===== config.mk =====
export PLATFORM = sky130hd
export DESIGN_NAME = pipe_hazard_ctrl_flat
export DESIGN_NICKNAME = d
export VERILOG_FILES = /design/src/rtl/pipe_hazard_ctrl_pkg.sv /design/src/rtl/pipe_hazard_ctrl_if.sv /design/src/rtl/pipe_hazard_ctrl_hazard_cmp.sv /design/src/rtl/pipe_hazard_ctrl.sv /design/src/flat_wrapper.sv
export SDC_FILE = /design/constraint.sdc
export NUM_CORES = 1
export LEC_CHECK = 0
export BUFFER_PORTS_ARGS = -buffer_cell sky130_fd_sc_hd__buf_2
export CAP_MARGIN = 10
export CORE_MARGIN = 3
export CORE_UTILIZATION = 55
export DETAILED_ROUTE_END_ITERATION = 10
export PLACE_DENSITY_LB_ADDON = 0.15
export SYNTH_ARGS = -nofsm -noshare
export SYNTH_HDL_FRONTEND = slang
export SYNTH_SLANG_ARGS = --single-unit
export TNS_END_PERCENT = 1

===== constraint.sdc =====
create_clock -name clk -period 5 [get_ports clk]
set_clock_uncertainty 0.05 [all_clocks]
set_input_delay 0.75 -clock clk [delete_from_list [all_inputs] [get_ports clk]]
set_output_delay 0.75 -clock clk [all_outputs]
set_load 0.005 [all_outputs]

===== src/rtl/pipe_hazard_ctrl_pkg.sv =====
// Shared types for the decode-stage hazard controller: register-address width and helpers.
package pipe_hazard_ctrl_pkg;

    localparam int REG_ADDR_W = 5;

    typedef logic [REG_ADDR_W-1:0] reg_addr_t;

    localparam reg_addr_t REG_ZERO = '0;

endpackage


===== src/rtl/pipe_hazard_ctrl_if.sv =====
// Decode/execute/data-memory signals watched by the hazard controller, plus its stage controls.
interface pipe_hazard_ctrl_if;
    import pipe_hazard_ctrl_pkg::*;

    logic      dec_valid;
    reg_addr_t dec_rs1;
    reg_addr_t dec_rs2;
    logic      dec_uses_rs1;
    logic      dec_uses_rs2;
    logic      dec_is_mem;
    logic      dec_is_jump;
    reg_addr_t ex_rd;
    logic      ex_mem_rr;
    logic      ex_jump_taken;
    logic      dmem_resp_valid;
    logic      stall;
    logic      bubble;
    logic      load_pending;
    logic      timeout_err;

    modport master (
        output dec_valid, dec_rs1, dec_rs2, dec_uses_rs1, dec_uses_rs2,
               dec_is_mem, dec_is_jump, ex_rd, ex_mem_rr, ex_jump_taken,
               dmem_resp_valid,
        input  stall, bubble, load_pending, timeout_err
    );

    modport slave (
        input  dec_valid, dec_rs1, dec_rs2, dec_uses_rs1, dec_uses_rs2,
               dec_is_mem, dec_is_jump, ex_rd, ex_mem_rr, ex_jump_taken,
               dmem_resp_valid,
        output stall, bubble, load_pending, timeout_err
    );

endinterface


===== src/rtl/pipe_hazard_ctrl_hazard_cmp.sv =====
// Dual source-register comparator: flags a decode instruction that reads a pending destination.
module hazard_cmp
    import pipe_hazard_ctrl_pkg::*;
(
    input  logic      valid_i,
    input  reg_addr_t rs1_i,
    input  reg_addr_t rs2_i,
    input  logic      uses_rs1_i,
    input  logic      uses_rs2_i,
    input  reg_addr_t rd_i,
    output logic      hz_o
);

    logic rs1_hit;
    logic rs2_hit;

    assign rs1_hit = uses_rs1_i && (rs1_i == rd_i);
    assign rs2_hit = uses_rs2_i && (rs2_i == rd_i);

    // x0 is hard-wired, so a write to it never creates a dependency.
    assign hz_o = valid_i && (rs1_hit || rs2_hit) && (rd_i != REG_ZERO);

endmodule


===== src/rtl/pipe_hazard_ctrl.sv =====
// Decode-stage sequencing: load-use stalls, taken-jump flush bubbles and load-response timeout.
module pipe_hazard_ctrl
    import pipe_hazard_ctrl_pkg::*;
#(
    parameter int FLUSH_CYCLES = 2,
    parameter int MEM_TIMEOUT  = 255
) (
    input  logic               clk,
    input  logic               rst,
    pipe_hazard_ctrl_if.slave  bus
);

    localparam logic [1:0] ST_INIT      = 2'd0;
    localparam logic [1:0] ST_RUN       = 2'd1;
    localparam logic [1:0] ST_LOAD_WAIT = 2'd2;
    localparam logic [1:0] ST_FLUSH     = 2'd3;

    // The jump cycle is the first bubble and the last FLUSH cycle sees a zero count.
    localparam logic [3:0] FLUSH_INIT = 4'(FLUSH_CYCLES > 1 ? FLUSH_CYCLES - 2 : 0);
    localparam logic [7:0] WAIT_LAST  = 8'(MEM_TIMEOUT - 1);

    logic [1:0] state_q,       state_d;
    reg_addr_t  pend_rd_q,     pend_rd_d;
    logic [7:0] wait_cnt_q,    wait_cnt_d;
    logic [3:0] flush_cnt_q,   flush_cnt_d;
    logic       timeout_err_q, timeout_err_d;

    logic hz;
    logic load_stall;
    logic stall;
    logic bubble;

    hazard_cmp u_hazard_cmp (
        .valid_i    (bus.dec_valid),
        .rs1_i      (bus.dec_rs1),
        .rs2_i      (bus.dec_rs2),
        .uses_rs1_i (bus.dec_uses_rs1),
        .uses_rs2_i (bus.dec_uses_rs2),
        .rd_i       (pend_rd_q),
        .hz_o       (hz)
    );

    assign load_stall = bus.dec_valid && (hz || bus.dec_is_mem || bus.dec_is_jump);

    always_comb begin
        // NOTE: every signal driven here gets a default first so no path can infer a latch.
        state_d       = state_q;
        pend_rd_d     = pend_rd_q;
        wait_cnt_d    = wait_cnt_q;
        flush_cnt_d   = flush_cnt_q;
        timeout_err_d = timeout_err_q;
        stall         = 1'b0;
        bubble        = 1'b0;

        case (state_q)
            ST_INIT: begin
                bubble  = 1'b1;
                state_d = ST_RUN;
            end
            ST_RUN: begin
                if (bus.ex_jump_taken) begin
                    bubble = 1'b1;
                    if (FLUSH_CYCLES > 1) begin
                        state_d     = ST_FLUSH;
                        flush_cnt_d = FLUSH_INIT;
                    end
                end else if (bus.ex_mem_rr) begin
                    pend_rd_d  = bus.ex_rd;
                    wait_cnt_d = '0;
                    state_d    = ST_LOAD_WAIT;
                end
            end
            ST_LOAD_WAIT: begin
                stall  = load_stall;
                bubble = load_stall;
                // A response arriving on the final wait cycle still counts as success.
                if (bus.dmem_resp_valid) begin
                    state_d = ST_RUN;
                end else if (wait_cnt_q == WAIT_LAST) begin
                    timeout_err_d = 1'b1;
                    state_d       = ST_RUN;
                end else begin
                    wait_cnt_d = wait_cnt_q + 8'd1;
                end
            end
            ST_FLUSH: begin
                bubble = 1'b1;
                if (flush_cnt_q == 4'd0) begin
                    state_d = ST_RUN;
                end else begin
                    flush_cnt_d = flush_cnt_q - 4'd1;
                end
            end
            default: begin
                bubble  = 1'b1;
                state_d = ST_INIT;
            end
        endcase
    end

    always_ff @(posedge clk or posedge rst) begin
        if (rst) begin
            state_q       <= ST_INIT;
            pend_rd_q     <= REG_ZERO;
            wait_cnt_q    <= '0;
            flush_cnt_q   <= '0;
            timeout_err_q <= 1'b0;
        end else begin
            // NOTE: non-blocking updates so every register samples the pre-edge values.
            state_q       <= state_d;
            pend_rd_q     <= pend_rd_d;
            wait_cnt_q    <= wait_cnt_d;
            flush_cnt_q   <= flush_cnt_d;
            timeout_err_q <= timeout_err_d;
        end
    end

    assign bus.stall        = stall;
    assign bus.bubble       = bubble;
    assign bus.load_pending = (state_q == ST_LOAD_WAIT);
    assign bus.timeout_err  = timeout_err_q;

endmodule

===== src/flat_wrapper.sv =====
// flat-port wrapper written by rule: the top's interface ports become plain ports
module pipe_hazard_ctrl_flat import pipe_hazard_ctrl_pkg::*;
#(
    parameter int FLUSH_CYCLES = 2,
    parameter int MEM_TIMEOUT  = 255
)
  (clk, rst, bus_dec_valid, bus_dec_rs1, bus_dec_rs2, bus_dec_uses_rs1, bus_dec_uses_rs2, bus_dec_is_mem, bus_dec_is_jump, bus_ex_rd, bus_ex_mem_rr, bus_ex_jump_taken, bus_dmem_resp_valid, bus_stall, bus_bubble, bus_load_pending, bus_timeout_err);
  pipe_hazard_ctrl_if bus_i ();
  input  logic clk;
  input  logic rst;
  input wire logic [$bits(bus_i.dec_valid)-1:0] bus_dec_valid;
  input wire logic [$bits(bus_i.dec_rs1)-1:0] bus_dec_rs1;
  input wire logic [$bits(bus_i.dec_rs2)-1:0] bus_dec_rs2;
  input wire logic [$bits(bus_i.dec_uses_rs1)-1:0] bus_dec_uses_rs1;
  input wire logic [$bits(bus_i.dec_uses_rs2)-1:0] bus_dec_uses_rs2;
  input wire logic [$bits(bus_i.dec_is_mem)-1:0] bus_dec_is_mem;
  input wire logic [$bits(bus_i.dec_is_jump)-1:0] bus_dec_is_jump;
  input wire logic [$bits(bus_i.ex_rd)-1:0] bus_ex_rd;
  input wire logic [$bits(bus_i.ex_mem_rr)-1:0] bus_ex_mem_rr;
  input wire logic [$bits(bus_i.ex_jump_taken)-1:0] bus_ex_jump_taken;
  input wire logic [$bits(bus_i.dmem_resp_valid)-1:0] bus_dmem_resp_valid;
  output wire logic [$bits(bus_i.stall)-1:0] bus_stall;
  output wire logic [$bits(bus_i.bubble)-1:0] bus_bubble;
  output wire logic [$bits(bus_i.load_pending)-1:0] bus_load_pending;
  output wire logic [$bits(bus_i.timeout_err)-1:0] bus_timeout_err;
  assign bus_i.dec_valid = bus_dec_valid;
  assign bus_i.dec_rs1 = bus_dec_rs1;
  assign bus_i.dec_rs2 = bus_dec_rs2;
  assign bus_i.dec_uses_rs1 = bus_dec_uses_rs1;
  assign bus_i.dec_uses_rs2 = bus_dec_uses_rs2;
  assign bus_i.dec_is_mem = bus_dec_is_mem;
  assign bus_i.dec_is_jump = bus_dec_is_jump;
  assign bus_i.ex_rd = bus_ex_rd;
  assign bus_i.ex_mem_rr = bus_ex_mem_rr;
  assign bus_i.ex_jump_taken = bus_ex_jump_taken;
  assign bus_i.dmem_resp_valid = bus_dmem_resp_valid;
  assign bus_stall = bus_i.stall;
  assign bus_bubble = bus_i.bubble;
  assign bus_load_pending = bus_i.load_pending;
  assign bus_timeout_err = bus_i.timeout_err;
  pipe_hazard_ctrl #(.FLUSH_CYCLES(FLUSH_CYCLES), .MEM_TIMEOUT(MEM_TIMEOUT)) u_core (.clk(clk), .rst(rst), .bus(bus_i));
endmodule

==> impl_metrics.csv <==
group,metric,value,unit
power,powerDensity,338,nW/µm²
logic_synthesis,syn_area_per_cell,9.77,µm²
finish,n_antenna_cell,0,
detailed_routing,vias,1067,
power,swShare,36.8,%
hold_path,hold_class,"reg -> reg",
power,ir_worst_vdd,0.188,mV
clocking,cts_tree,"done",
clocking,cts_htree_levels,1,
finish,mostFrequentLayoutCells,"buf_2, dfrtp_1, nor2_1, xnor2_1, nand2_1",
detailed_routing,vias_per_cell,5.59,
clocking,clkLatencyLatePin,0.30,ns
flow_run,drv_cap,0,
logic_synthesis,ys_seq_area_share,38.2,%
detailed_routing,finalWirelength,2.56,mm
sta,rsz0062_at_grt,"no",
sta,maxSlewHeadroom,50.2,%
logic_synthesis,async_flop_share,100,%
setup_path,worstSetupPathType,"reg -> out",
logic_synthesis,synthCells,134,
finish,final_common_cell,"buf_2",
setup_path,arrival,1.76,ns
clocking,cts_setup_buffers,0,
logic_synthesis,yosysWarnings,0,
logic_synthesis,synth_edf_count,0,
sta,hold_viol,0,
logic_synthesis,yosys_register_bits,20,
detailed_routing,drc,0,
clocking,cts.sinks,20,
sta,setup-tns-final,0,ns
global_routing,grt_usage,18.8,%
sta,setup-violations-final,0,
logic_synthesis,synth_fp_nets,166,
status,outcome,"finished clean",
power,intPower,317,µW
setup_path,cp_max_fo,8,
clocking,clockBufferDepth,2,
setup_path,endpoint_kind,"primary output",
global_routing,grt-ovfl-total,0,
detailed_routing,firstDrtPassIters,4,
setup_path,start_kind,"flop",
placed_design,place_congestion,0.829,
power,combPwrFrac,39.6,%
sta,tightest_slew,0.746,ns
floorplanning,placementRows,17,
logic_synthesis,yosys_most_used_dff,"dfrtp_1",
finish,finish.net_count,197,
clocking,clkTransAtPathRegs,0.11,ns
placed_design,portBuffers,28,
floorplanning,core,2230,µm²
placed_design,dp_hpwl,2.01,mm
setup_path,crit_required,4.20,ns
sta,final.min_clock_period,2.56,ns
sta,slew_violations,0,
floorplanning,fp.dieH,54.8,µm
global_routing,grt_max_degree,21,
power,p_seq_share,45.1,%
clocking,cts_hold_buf,0,
clocking,cts_resized,0,
floorplanning,dieArea,3000,µm²
power,p_switching,185,µW
placed_design,place_inst,188,
power,p_leak,0.000685,µW
floorplanning,fp.dieW,54.8,µm
placed_design,placed_cell_area,1460,µm²
global_routing,antenna_found_initial,0,
clocking,numCtsBuffers,3,
logic_synthesis,synth_area,1310,µm²
global_routing,grt_pass1_wl,3.92,mm
logic_synthesis,yosys.cell_types.count,33,
finish,finalInstanceArea,1480,µm²
finish,drive_above_1_share,27.0,%
global_routing,first_global_vias,919,
floorplanning,initial_utilization,58.6,%
finish,layout.cells.non_filler,191,
finish,fillers,187,
detailed_routing,drt-wirelength-per-cell,13.4,µm
sta,fin_crit_sh,51.1,%
finish,area_growth,13.4,%
clocking,cts-root-buf,"clkbuf_4",
floorplanning,ios,29,
power,p_clk_share,15.3,%
detailed_routing,ant_nets,0,
sta,fmax,391,MHz
detailed_routing,drt_iter0_drc,13,
layout make-up:
cell class,count,area [µm²],share of cell area [%]
clock buffers,3,22.5,1.52
inverters,9,33.8,2.28
multi-input cells,103,752,50.7
flip-flops and latches,20,500,33.7
well taps,28,35.0,2.36
repair buffers,28,140,9.44
power groups by stage:
stage / clock network [µW] / registers (µW) / logic (µW)
after CTS: 78.1 / 226 / 200
after detailed placement: 0 / 230 / 199
after global placement: 0 / 227 / 192
final: 76.7 / 226 / 199
after global routing: 81.9 / 233 / 223
after floorplan: 0 / 222 / 168
final timing paths:
| kind | start | to | slack, ns | cells past startpoint |
|---|---|---|---|---|
| min reg2reg | u_core.bus.timeout_err$_DFFE_PP0P_ | u_core.bus.timeout_err$_DFFE_PP0P_ | 0.42 | 1 |
| min in group asynchronous | rst | u_core.state_q[1]$_DFFE_PP0P_ | 0.51 | 2 |
| max reg2reg | u_core.state_q[1]$_DFFE_PP0P_ | u_core.wait_cnt_q[7]$_DFFE_PP0P_ | 2.91 | 7 |
| max | u_core.state_q[1]$_DFFE_PP0P_ | bus_bubble | 2.44 | 6 |
| min | u_core.bus.timeout_err$_DFFE_PP0P_ | u_core.bus.timeout_err$_DFFE_PP0P_ | 0.42 | 1 |
| max in group asynchronous | rst | u_core.wait_cnt_q[4]$_DFFE_PP0P_ | 3.93 | 2 |
registers in the layout (all words and copies together), names as in the netlist:
signal and cells:
u_core.flush_cnt_q 4, u_core.pend_rd_q 5, u_core.wait_cnt_q 8, u_core.state_q 2, u_core.bus.timeout_err 1
per-stage QoR:
stage	total power [µW]	hold slack, ns	worst slack [ns]	utilization [%]
2_1_floorplan	390	0.401	2.74	-
3_3_place_gp	419	0.389	2.50	65.4
3_5_place_dp	429	0.393	2.45	65.4
4_1_cts	504	0.418	2.44	66.4
5_1_grt	539	0.442	2.30	66.4
6_report	501	0.415	2.44	66.4
synth_stat cells, types with 3 or more instances:
master / instances / area share [%]
a21oi_1: 3 / 1.1
dfrtp_1: 20 / 38
ha_1: 7 / 6.7
inv_1: 8 / 2.3
mux2_2: 5 / 4.3
nand2_1: 11 / 3.2
nand3_1: 6 / 2.3
nand4_1: 4 / 1.9
nor2_1: 16 / 4.6
o21ai_0: 8 / 3.1
xnor2_1: 15 / 10
metal layers:
| metal | GRT usage, % | share of wire (%) | up-vias |
|---|---|---|---|
| met5 | 0 | 0 | - |
| met4 | 8.71 | 1.6 | 0 |
| met3 | 3.00 | 8.3 | 4 |
| met2 | 31.9 | 46 | 40 |
| met1 | 23.0 | 44 | 486 |
| li1 | - | - | 537 |
worst max-delay path, cell delays in order, from the launching register on:
cell      delay [ns]
dfrtp_1         0.42
inv_1           0.08
ha_1            0.36
nor2_1          0.09
and2_1          0.16
a211oi_1        0.19
buf_2           0.14
cells by family after synthesis:
kind of cell               Yosys count  share of synthesized area, %
AOI/OAI and AO/OA                   25                          13.8
xor gates and xnor gates            15                          10.0
adders and majority gates            7                          6.69
buffers and inverters               11                          4.30
DFF                                 20                          38.2
muxes                                7                          5.83
and+or+nand+nor                     49                          21.1
Power figures use the tool's default switching activity.
